**src/rtl/cursor_move_ctrl.sv**
```systemverilog
// cursor_move_ctrl
// Turns debounced button levels into single events, steers the 8x8 board
// cursor and runs the select-source / select-destination / request sequence
// toward the game logic over a valid/ready handshake.
//
// Build option: define CURSOR_WRAP_EN to make the cursor wrap modulo 8.
// Without it the cursor saturates at 0 and 7.
//
// state | meaning
// ------+------------------------------------------------------------
// SRC   | choosing a source square; C latches it if own_piece is set
// DST   | source latched; choosing a destination; C on source cancels
// REQ   | move request pending; buttons ignored, cursor frozen
module cursor_move_ctrl #(
    parameter int START_X     = 4,
    parameter int START_Y     = 0,
    parameter int REQ_TIMEOUT = 0
) (
    input  logic       CLK,
    input  logic       RESET,
    input  logic       BtnU_pulse,
    input  logic       BtnD_pulse,
    input  logic       BtnL_pulse,
    input  logic       BtnR_pulse,
    input  logic       BtnC_pulse,
    input  logic       own_piece,
    input  logic       move_ready,
    output logic [2:0] cursor_x,
    output logic [2:0] cursor_y,
    output logic       sel_active,
    output logic [2:0] sel_x,
    output logic [2:0] sel_y,
    output logic       move_valid,
    output logic [5:0] move_src,
    output logic [5:0] move_dst,
    output logic       sel_err
);

    typedef enum logic [1:0] {S_SRC, S_DST, S_REQ} state_t;

    // Counter only needs to reach REQ_TIMEOUT-1; the terminal value ends REQ.
    localparam int CW      = (REQ_TIMEOUT > 1) ? $clog2(REQ_TIMEOUT) : 1;
    localparam int TO_LAST = (REQ_TIMEOUT > 0) ? REQ_TIMEOUT - 1 : 0;

    state_t          state, state_nxt;
    logic [4:0]      btn, btn_prev, btn_ev;
    logic            ev_c, ev_u, ev_d, ev_l, ev_r;
    logic            at_sel, timeout_hit;
    logic [CW-1:0]   req_cnt;
    logic            latch_sel, latch_move, err_nxt;
    logic [2:0]      x_nxt, y_nxt;

    function automatic logic [2:0] step_up(input logic [2:0] v);
`ifdef CURSOR_WRAP_EN
        return v + 3'd1;
`else
        return (v == 3'd7) ? v : v + 3'd1;
`endif
    endfunction

    function automatic logic [2:0] step_down(input logic [2:0] v);
`ifdef CURSOR_WRAP_EN
        return v - 3'd1;
`else
        return (v == 3'd0) ? v : v - 3'd1;
`endif
    endfunction

    // Rising-edge events with fixed priority C > U > D > L > R; losers are dropped.
    always_comb begin
        btn    = {BtnC_pulse, BtnU_pulse, BtnD_pulse, BtnL_pulse, BtnR_pulse};
        btn_ev = btn & ~btn_prev;
        ev_c   = btn_ev[4];
        ev_u   = ~btn_ev[4] & btn_ev[3];
        ev_d   = ~|btn_ev[4:3] & btn_ev[2];
        ev_l   = ~|btn_ev[4:2] & btn_ev[1];
        ev_r   = ~|btn_ev[4:1] & btn_ev[0];
    end

    assign at_sel      = (cursor_x == sel_x) && (cursor_y == sel_y);
    assign timeout_hit = (REQ_TIMEOUT > 0) && (req_cnt == CW'(TO_LAST));

    // State register; async reset drops any pending request at once.
    always_ff @(posedge CLK or posedge RESET) begin
        if (RESET) state <= S_SRC;
        else       state <= state_nxt;
    end

    // Next-state decode.
    always_comb begin
        state_nxt = state;
        case (state)
            S_SRC: if (ev_c && own_piece) state_nxt = S_DST;
            S_DST: if (ev_c)              state_nxt = at_sel ? S_SRC : S_REQ;
            S_REQ: if (move_ready || timeout_hit) state_nxt = S_SRC;
            default:                      state_nxt = S_SRC;
        endcase
    end

    // Moore status outputs plus datapath enables and next cursor position.
    always_comb begin
        move_valid = (state == S_REQ);
        sel_active = (state != S_SRC);
        latch_sel  = (state == S_SRC) && ev_c && own_piece;
        latch_move = (state == S_DST) && ev_c && !at_sel;
        // A handshake on the timeout edge wins, so no error in that case.
        err_nxt    = ((state == S_SRC) && ev_c && !own_piece) ||
                     ((state == S_REQ) && !move_ready && timeout_hit);
        x_nxt      = cursor_x;
        y_nxt      = cursor_y;
        if (state != S_REQ) begin
            if (ev_u) y_nxt = step_up(cursor_y);
            if (ev_d) y_nxt = step_down(cursor_y);
            if (ev_r) x_nxt = step_up(cursor_x);
            if (ev_l) x_nxt = step_down(cursor_x);
        end
    end

    // Cursor, selection, request payload, error pulse, edge history and timer.
    always_ff @(posedge CLK or posedge RESET) begin
        if (RESET) begin
            cursor_x <= 3'(START_X);
            cursor_y <= 3'(START_Y);
            sel_x    <= 3'd0;
            sel_y    <= 3'd0;
            move_src <= 6'd0;
            move_dst <= 6'd0;
            sel_err  <= 1'b0;
            btn_prev <= 5'd0;
            req_cnt  <= '0;
        end else begin
            cursor_x <= x_nxt;
            cursor_y <= y_nxt;
            btn_prev <= btn;
            sel_err  <= err_nxt;
            if (latch_sel) begin
                sel_x <= cursor_x;
                sel_y <= cursor_y;
            end
            if (latch_move) begin
                move_src <= {sel_y, sel_x};
                move_dst <= {cursor_y, cursor_x};
            end
            if (state == S_REQ) req_cnt <= req_cnt + 1'b1;
            else                req_cnt <= '0;
        end
    end

endmodule
```
**config.mk**
```make
export PLATFORM = sky130hd
export DESIGN_NAME = cursor_move_ctrl
export DESIGN_NICKNAME = d
export VERILOG_FILES = /design/src/rtl/cursor_move_ctrl.sv
export SDC_FILE = /design/constraint.sdc
export NUM_CORES = 1
export LEC_CHECK = 0
export CAP_MARGIN = 20
export CORE_AREA = 4 4 70 56
export DETAILED_ROUTE_END_ITERATION = 10
export DIE_AREA = 0 0 74 60
export MAX_ROUTING_LAYER = met4
export PLACE_DENSITY = 0.75
export SLEW_MARGIN = 20
export SYNTH_ARGS = -nofsm -noshare
export SYNTH_HDL_FRONTEND = slang
export SYNTH_SLANG_ARGS = --single-unit
```
**constraint.sdc**
```tcl
create_clock -name CLK -period 2.4 [get_ports CLK]
set_input_delay 0.72 -clock CLK [delete_from_list [all_inputs] [get_ports CLK]]
set_output_delay 0.72 -clock CLK [all_outputs]
set_load 0.005 [all_outputs]
```
# After elaboration in Yosys (flattened, before gate mapping)
# Cells that the tools add are included.
# Widths: inputs -> output; s select.
# word_totals
regBits	32
in_bits	9
out_inout_bits	27
elab_cells	71
# classes
add_sub_neg	4
eq_ne	14
mux	13
n_bitwise	7
n_reduce_logical	24
# ops
operator	count
$mux 3	8
$ne 2x2->1 const B	8
$mux 2	4
$reduce_and 4->1	2
$logic_and 1x1->1	7
$add 3x1->3 const B	2
$eq 3x3->1	2
$eq 3x3->1 const B	2
$logic_not 3->1	2
$pmux 2 s3	1
$reduce_bool 2->1	3
$sub 3x1->3 const B	2
$and 5x5->5	1
$logic_not 1->1	5
$not 5->5	1
$and 1x1->1	4
$reduce_or 4->1	1
$reduce_and 3->1	1
$reduce_or 3->1	1
$eq 2x1->1 const B	1
$eq 2x2->1 const B	1
$logic_not 2->1	1
$reduce_or 2->1	1
$not 1->1	1

# Logic depth before layout (Yosys ltp)
# depth
ltp_word	7
ltp_mapped	8
depth_no_buf	8

# Least setup slack after synthesis
# No wires, ideal clock.
# synth_timing
path_type	input -> register
start	input BtnC_pulse
end	register cursor_y[2]
setup_ns	0.121
arrival_ns	1.993
required_ns	2.279
slack_ns	0.286
path_stages	7
n_path_buf	0
path_cell_list	nor2b_1 > nor3_1 > inv_1 > fa_1 > o21ai_0 > o22ai_1 > a22o_1
# synth_between
elab_chain_len	6
elab_cells_between_ends	11
classes_between	2 x eq/ne; 1 x mux; 4 x bitwise; 4 x reduce/logical
# synth_rtl
element	line_no	source
start: declaration	25	input logic BtnC_pulse,
$and 5x5->5 (*)	72	btn_ev = btn & ~btn_prev;
$reduce_or 2->1	75	ev_d = ~|btn_ev[4:3] & btn_ev[2];
$logic_not 1->1	75	
$and 1x1->1	75	
$ne 2x2->1 (no source line) or $reduce_bool 2->1 (tied branches)	--	
$reduce_and 4->1 (no source line)	--	
end signal: assignment	123	cursor_y <= 3'(START_Y);
end signal: assignment	133	cursor_y <= y_nxt;
end: declaration	29	output logic [2:0] cursor_y,
# Every way passes the cells marked *; elsewhere a longest branch is shown, timed or not.
# A chain may end at the register's enable or synchronous reset.

# Worst setup path after layout
# layout_timing
start	register state[0]
end	output move_valid
# layout_between
elab_chain_len	1
# layout_rtl
element	line_no	source
start: declaration	45	state_t state, state_nxt;
start signal: assignment	86	else state <= state_nxt;
$eq 2x2->1	102	move_valid = (state == S_REQ);
end: declaration	33	output logic move_valid,
# No other way between the ends.

==> qor.yml <==
layout_commonest_cell: "clkdlybuf4s50_1"
path_clk_slew_ns: 0.06
viasPerCell: 5.091
syn_area_sq_mm: 0.001481
antenna_found_initial: 0
r2r_slack_ns: 0.36
syn_nets: 130
num_rows: 18
cp.arrival_ns: 1.63
io_buffers: 35
final_nets: 179
status: "completed"
max_cap_violations: 0
path_delay_family: "buffers and inverters"
hp-class: "flop to flop"
setup_viol: 0
finalHoldViolCount: 0
synth_area_leaders: "dfrtp_1, mux2_2, mux2_4"
whs_ns: 0.5040
synth_seq_cells: 32
multi_input_area_sq_um: 621.8
hold_path_depth: 1
yosys_warnings: 0
cts_setup_buffers: 0
clock_skew_ns: 0.004900
cts_sinks: 32
grt_max_degree: 33
netlist.area_leader.share_pct: 52.36
ios: 36
fin_util_pct: 62.70
cts_made_buffers: 5
place.gp.congestion: 0.8144
hold_path_startpoint: "move_src[2]"
drtIter0Drc: 119
grt_overflow_total: 0
slowest_delay_ns: 0.51
grt_pass1_wl_microns: 4961
drtAntennaViolNets: 0
fin_crit_ns: 2.353
area.sequential_sq_um: 802.0
synth_area_per_cell_sq_um: 12.45
grt_pass1_vias: 1072
die_y_microns: 60
dieArea_sq_mm: 0.004440
cts-htree-levels: 2
post_drt_wl_per_cell_microns: 14.35
area_delta_synth_final_pct: 36.32
nFillCells: 254
path_buf_inv: 2
drc: 0
clk_latency_ns: 0.28
antennaDiodeCount: 0
cp.required_ns: 1.68
vias: 1064
start_kind: "flop"
drv_slew: 0
r2r-start: "cursor_y[0]"
drive_above_1_share_pct: 23.08
cts_tree: "built"
synth_seq_area_share_pct: 54.14
p_total_w: 0.002412
path_cells: "nand2b_1, inv_1, clkdlybuf4s50_1"
clockBufferDepth: 2
power.leakage_nw: 0.8967
reg2reg_depth: 4
relSlewSlack_pct: 45.46
grt_usage_pct: 15.93
period_share_pct: 98.04
ys_types: 32
fp.coreArea_sq_mm: 0.003221
dp.cells: 201
fin_cells: 209
crit_type: "flop to output pin"
dpl.hpwl_microns: 2194
clockRootBuffer: "clkbuf_8"
fmax_ghz: 0.4250
die_x_microns: 74
r2r-end: "move_src[3]"
critPathSlowestCell: "clkdlybuf4s50_1"
initial_core_util_pct: 46.00
final_cell_mix: "clkdlybuf4s50_1, dfrtp_1, buf_4"
synth_area_leader_cell: "dfrtp_1"
min_to: "move_src[2]"
first_pass_iters: 4
rsz0062_at_grt: "no"
end_kind: "output pin"
routed_wirelength_microns: 3000
worst_pin_slew_ns: 0.8162
ir_drop_mv: 0.6387
worst-path-max-fanout: 6
powerDensity_mw_per_mm2: 1195
synthCells: 119
## how the worst max path moves through the flow
stage                    start          end  cells past startpoint
detailed placement  BtnC_pulse  cursor_y[2]                      8
global placement    BtnC_pulse  cursor_y[2]                      8
global route          state[0]   move_valid                      3
finish                state[0]   move_valid                      3
floorplan           BtnC_pulse  cursor_y[2]                      7
CTS                 BtnC_pulse  cursor_y[2]                      8
## metrics by stage
step                      TNS, ns  worst slack (ns)  area (sq um)
after floorplan                 0            0.2862          1481
after global placement    -0.3820           -0.2013          1919
after detailed placement   -1.032           -0.3021          1919
after CTS                       0          0.003756          2009
after global routing            0          0.002007          2019
final                           0           0.04709          2019
## timing repair
item                       in CTS  in global routing
hold buffers                    0                  0
gates resized for setup         0                  3
setup endpoints to repair       0                  2
## where the power goes
part	internal (W)	total (W)	switching, W
Sequential	0.000749	0.000940	0.000192
Combinational	0.000660	0.00105	0.000393
Clock	0.000233	0.000420	0.000186
## layer usage
layer	vias up	global-route usage, %	wire, microns
met1	514	18.55	1260
met3	8	5.882	206
met4	0	8.786	72
met5	-	-	0
li1	504	-	-
met2	38	23.86	1460
## cell usage after synthesis (all sizes together)
cell / count
dfrtp: 31
mux2: 15
o21ai: 9
nand2: 8
inv: 6
nor2: 6
xnor2: 6
nand2b: 5
buf: 4
nor2b: 4
xor2: 4
nor3: 3
nor4: 2
a21o: 1
a21oi: 1
a22o: 1
a311oi: 1
and4b: 1
dfstp: 1
fa: 1
ha: 1
mux2i: 1
nand3: 1
nand4: 1
o2111ai: 1
o211ai: 1
o22ai: 1
o311ai: 1
or2: 1
## final cells by class
class                      instances  share of cell area (%)
sequential                        32                   39.71
multi-input combinational         77                   30.79
timing repair buffer              46                   21.44
clock buffer                       8                   4.461
tap                               40                   2.478
inverter                           6                   1.115
## logic make-up (layout without fill, tap and decap cells)
| logic type | count (synthesis) | count (layout) | synth area share [%] |
|---|---|---|---|
| compound gates | 17 | 17 | 8.362 |
| simple gates | 32 | 32 | 11.49 |
| flops | 32 | 32 | 54.14 |
| buf+inv | 10 | 60 | 4.560 |
| fa+ha+maj | 2 | 2 | 2.196 |
| xor+xnor | 10 | 10 | 5.912 |
| mux | 16 | 16 | 13.34 |
## flip-flops by register name, indices dropped and copies added (netlist names)
signal    flops
move_src      6
cursor_x      3
cursor_y      3
state         2
move_dst      6
sel_x         3
btn_prev      5
sel_err       1
sel_y         3
Note: power is estimated with default switching activity, not from simulation.
